`src/rtl/pattern_seq_detector.sv`:
```
// Serial MSB-first pattern detector with a loadable target pattern, selectable
// overlapping/non-overlapping matching, and a saturating match counter.
module pattern_seq_detector #(
   parameter int PAT_W = 4,
   parameter int CNT_W = 8
) (
   input  logic             Clk,
   input  logic             rst,
   input  logic             Sequence,
   input  logic             Valid,
   input  logic [PAT_W-1:0] Pattern,
   input  logic             Load,
   input  logic             Overlap,
   input  logic             Clear_Cnt,
   output logic             Detected,
   output logic [CNT_W-1:0] Match_Count
);

   localparam int                FILL_W  = $clog2(PAT_W + 1);
   localparam logic [FILL_W-1:0] FULL    = FILL_W'(PAT_W);
   localparam logic [CNT_W-1:0]  CNT_MAX = '1;

   logic [PAT_W-1:0]  history, hist_nxt, pat_reg;
   logic [FILL_W-1:0] fill, fill_nxt;
   logic              accept, match;

   // Load takes priority over a coincident sample, which is dropped.
   always_comb begin
      accept   = Valid & ~Load;
      hist_nxt = {history[PAT_W-2:0], Sequence};
      fill_nxt = (fill == FULL) ? FULL : fill + 1'b1;
      match    = accept && (fill_nxt == FULL) && (hist_nxt == pat_reg);
   end

   always_ff @(posedge Clk or posedge rst) begin
      if (rst) begin
         history     <= '0;
         fill        <= '0;
         pat_reg     <= '0;
         Detected    <= 1'b0;
         Match_Count <= '0;
      end else begin
         Detected <= match;
         if (Load) begin
            pat_reg <= Pattern;
            history <= '0;
            fill    <= '0;
         end else if (accept) begin
            history <= hist_nxt;
            // Non-overlapping mode restarts the fill so a fresh full window is needed.
            fill    <= (match && !Overlap) ? '0 : fill_nxt;
         end
         if (Clear_Cnt)
            Match_Count <= '0;
         else if (match && (Match_Count != CNT_MAX))
            Match_Count <= Match_Count + 1'b1;
      end
   end

endmodule

```
`config.mk`:
```
export PLATFORM = sky130hd
export DESIGN_NAME = pattern_seq_detector
export DESIGN_NICKNAME = d
export VERILOG_FILES = /design/src/rtl/pattern_seq_detector.sv
export SDC_FILE = /design/constraint.sdc
export NUM_CORES = 1
export LEC_CHECK = 0
export ABC_AREA = 1
export ABC_CLOCK_PERIOD_IN_PS = 1600
export CORE_ASPECT_RATIO = 1.5
export CORE_MARGIN = 5
export CORE_UTILIZATION = 55
export DETAILED_ROUTE_END_ITERATION = 8
export DONT_BUFFER_PORTS = 1
export PLACE_DENSITY = 0.66
export SYNTH_ARGS = -nofsm -noshare
export SYNTH_HDL_FRONTEND = slang
export SYNTH_SLANG_ARGS = --single-unit
```
`constraint.sdc`:
```
create_clock -name Clk -period 1.6 [get_ports Clk]
set_input_delay 0.16 -clock Clk [delete_from_list [all_inputs] [get_ports Clk]]
set_output_delay 0.16 -clock Clk [all_outputs]
set_load 0.02 [all_outputs]
```
==> summary.md <==
| Metric | Value |
|---|---|
| Initial antenna violation count | 0 |
| Flop pwr share | 57.6% |
| Worst r2r src | fill[0]$_DFFE_PP0P_ |
| Min Tclk post-route | 1.552 ns |
| Residual DRC | 0 |
| Max Clk Rate | 644.1 MHz |
| Seq/Total Area, Yosys | 41.90% |
| Worst Setup Path Type | register to register |
| Post-synth EDFFs | 0 |
| Synth Warn # | 0 |
| Mapped Cells | 151 |
| Mapped Nets | 165 |
| Share of the synthesized area in the top cell type | 41.90% |
| Final HPWL DP | 1959 µm |
| Max FFs per register | 8 |
| Crit path max-delay family | simple AND/OR/NAND/NOR gates |
| Reg clk slew, reported paths | 0.11 ns |
| Synth Area per Inst | 7.515 µm² |
| Maximum vdd ir drop | 0.3564 mV |
| Slew Limit Fails | 0 |
| Startpoint types | register |
| Post-Route WL | 2737 µm |
| H-tree depth | 1 |
| Async SR Flop Fraction | 100.0% |
| Worst-path maximum fanout | 5 |
| Most used cell, CP | nand2_1 |
| Post-route cell area | 1348 µm² |
| CTS Buffer Depth | 2 |
| RSZ-0062 raised after global routing | yes |
| Drt pass-1 iters | 4 |
| Outcome | complete, no violations |
| Die Y | 65.63 µm |
| Count leader, synth | nand2_1 |
| Clock Sink Count | 19 |
| Core Area | 2002 µm² |
| Ant diodes | 0 |
| Iter 0 DRT Violations | 35 |
| Setup TNS | 0 ns |
| Placement Rows | 20 |
| Wire per inst | 14.33 µm |
| CTS Root Cell | clkbuf_4 |
| Hold wc startpoint | Sequence |
| Setup crit start | fill[0]$_DFFE_PP0P_ |
| Max-capacitance violation count | 0 |
| Leading area contributor after synthesis | dfrtp_1 |
| Crit end category | register |
| Arrival @ worst endpoint | 1.75 ns |
| Vias in the first global route | 1029 |
| Leak | 0.6910 nW |
| NetSw | 0.2403 mW |
| Die X | 47.09 µm |
| TritonCTS Buffers | 3 |
| Share of cells above drive strength 1 | 17.16% |
| Worst Skew | 0.007791 ns |
| Worst-path cell chain | inv_2 -> ha_4 -> o21ai_2 -> nand3_2 -> nor2_4 -> nand2_1 -> nand2_1 -> o21ai_1 |
| GRT Total Usage | 20.14% |
| Critical Path Slowest Stage Cell | dfrtp_1 |
| Cell Area, Placed | 1199 µm² |
| Cells after DPL | 178 |
| Total design power | 0.8800 mW |
| Gate power share | 14.1% |
| Total grt overflow | 0 |
| Worst skew pair latency | 0.30 ns |
| Worst-margin pin slew | 0.7198 ns |
| Internal cell power | 0.6397 mW |
| IO Port Bufs | 0 |
| Vias per cell | 5.539 |
| Non-filler cells, final | 191 |
| Yosys cell types | 21 |
| First-pass GRT wire length | 4457 µm |
| Worst path bufs/invs | 1 |
| Via count | 1058 |
| Final period util | 97.03% |
| Nets@finish | 184 |
| CTS tree | yes |
| Largest net degree at the start of global routing | 20 |
| Worst hold slack | 0.02342 ns |
| Hold Path Class | input port to register |
| Final Hold Viols | 0 |
| Synth top cells by count | 42 x nand2_1, 23 x inv_1, 20 x nand3_1 |
| RePlAce Congestion | 0.8351 |
| # setup viols final | 0 |
| CP Data Required Time | 1.80 ns |
| Flip-flop and latch area | 475.5 µm² |
| Starting Density | 56.69% |
| P&R area growth vs syn | 18.74% |
| Sw Ratio | 27.31% |
| Synth area leaders | dfrtp_1 42%, nand2_1 14%, nand3_1 8.8%, inv_1 7.6%, nand4_1 4.4% |
| Max-slew headroom | 51.96% |
| Fillers | 176 |
| Ports | 20 |
| Antenna viol nets, final | 0 |
| DIE AREA | 3091 µm² |
| Slowest stage delay, CP | 0.41 ns |
| Synthesized flop and latch total | 19 |
| Mapped Area | 1135 µm² |
| Pwr Density | 653.0 nW/µm² |
| Multi-input gate area | 589.3 µm² |
| Clock power share | 28.3% |
| Leading register cell type out of synthesis | dfrtp_1 |
cell usage in the layout, fill, tap and decap left out, types with 4 or more instances in the layout:
master / instances
nand4_1: 8
inv_2: 4
dfrtp_1: 19
o21ai_0: 6
nor2_1: 9
inv_1: 23
nand2_1: 41
dlygate4sd3_1: 6
buf_4: 9
nand3_1: 18
per-layer routing:
metal	vias to the layer above	track usage [%]	share of wire [%]
met1	498	22.78	36
met5	-	0	0
met4	0	10.03	3.3
met3	13	4.110	4.9
met2	33	34.01	56
li1	514	-	-
metrics by stage:
step | utilization (%) | worst slack, ns
floorplan | - | 0.07370
global placement | 59.88 | 0.06038
detailed placement | 59.88 | 0.01329
CTS | 64.19 | 0.01207
global route | 67.31 | -0.04646
finish | 67.31 | 0.04753
timing repair:
action,CTS,global route
buffers inserted,0,2
gates cloned,0,1
pin swaps,1,7
hold buffers,6,0
endpoints found under the hold margin,23,0
gates resized for setup,0,8
endpoints found under the setup margin,2,9
path summary, 6_finish.rpt:
check	to	slack (ns)	cells after the start
hold / removal	history[0]$_DFFE_PP0P_	0.02	2
setup / recovery	fill[2]$_DFFE_PP0P_	0.05	8
setup reg to reg	fill[2]$_DFFE_PP0P_	0.05	8
max in group asynchronous	pat_reg[3]$_DFFE_PP0P_	0.73	2
min in group asynchronous	Match_Count[2]$_DFFE_PP0P_	0.42	2
hold reg to reg	pat_reg[3]$_DFFE_PP0P_	0.54	2
power by group through the flow:
stage | Sequential, mW | Clock, mW | Combinational (mW)
detailed placement | 0.516 | 0 | 0.0945
CTS | 0.507 | 0.248 | 0.110
global placement | 0.515 | 0 | 0.0899
finish | 0.507 | 0.249 | 0.124
global route | 0.509 | 0.278 | 0.139
floorplan | 0.513 | 0 | 0.0817
layout make-up:
cell class | count | area share, %
flip-flops and latches | 19 | 35.28
well taps | 22 | 2.043
repair buffers | 15 | 9.471
inverters | 27 | 7.521
multi-input cells | 104 | 43.73
clock buffers | 4 | 1.950
worst reg2reg max path, cell delays in order (launching register included):
cell	delay [ns]
dfrtp_1	0.41
inv_2	0.11
ha_4	0.22
o21ai_2	0.16
nand3_2	0.16
nor2_4	0.22
nand2_1	0.07
nand2_1	0.05
o21ai_1	0.06
logic make-up after synthesis:
group | after synthesis | share of synthesized area [%]
AND/OR/NAND/NOR | 86 | 36.72
AO/OA/AOI/OAI | 10 | 4.631
XOR/XNOR | 4 | 3.088
adder cells (fa/ha/maj) | 3 | 3.308
buffers and inverters | 29 | 10.36
flip-flops | 19 | 41.90
Power figures use the tool's default switching activity.
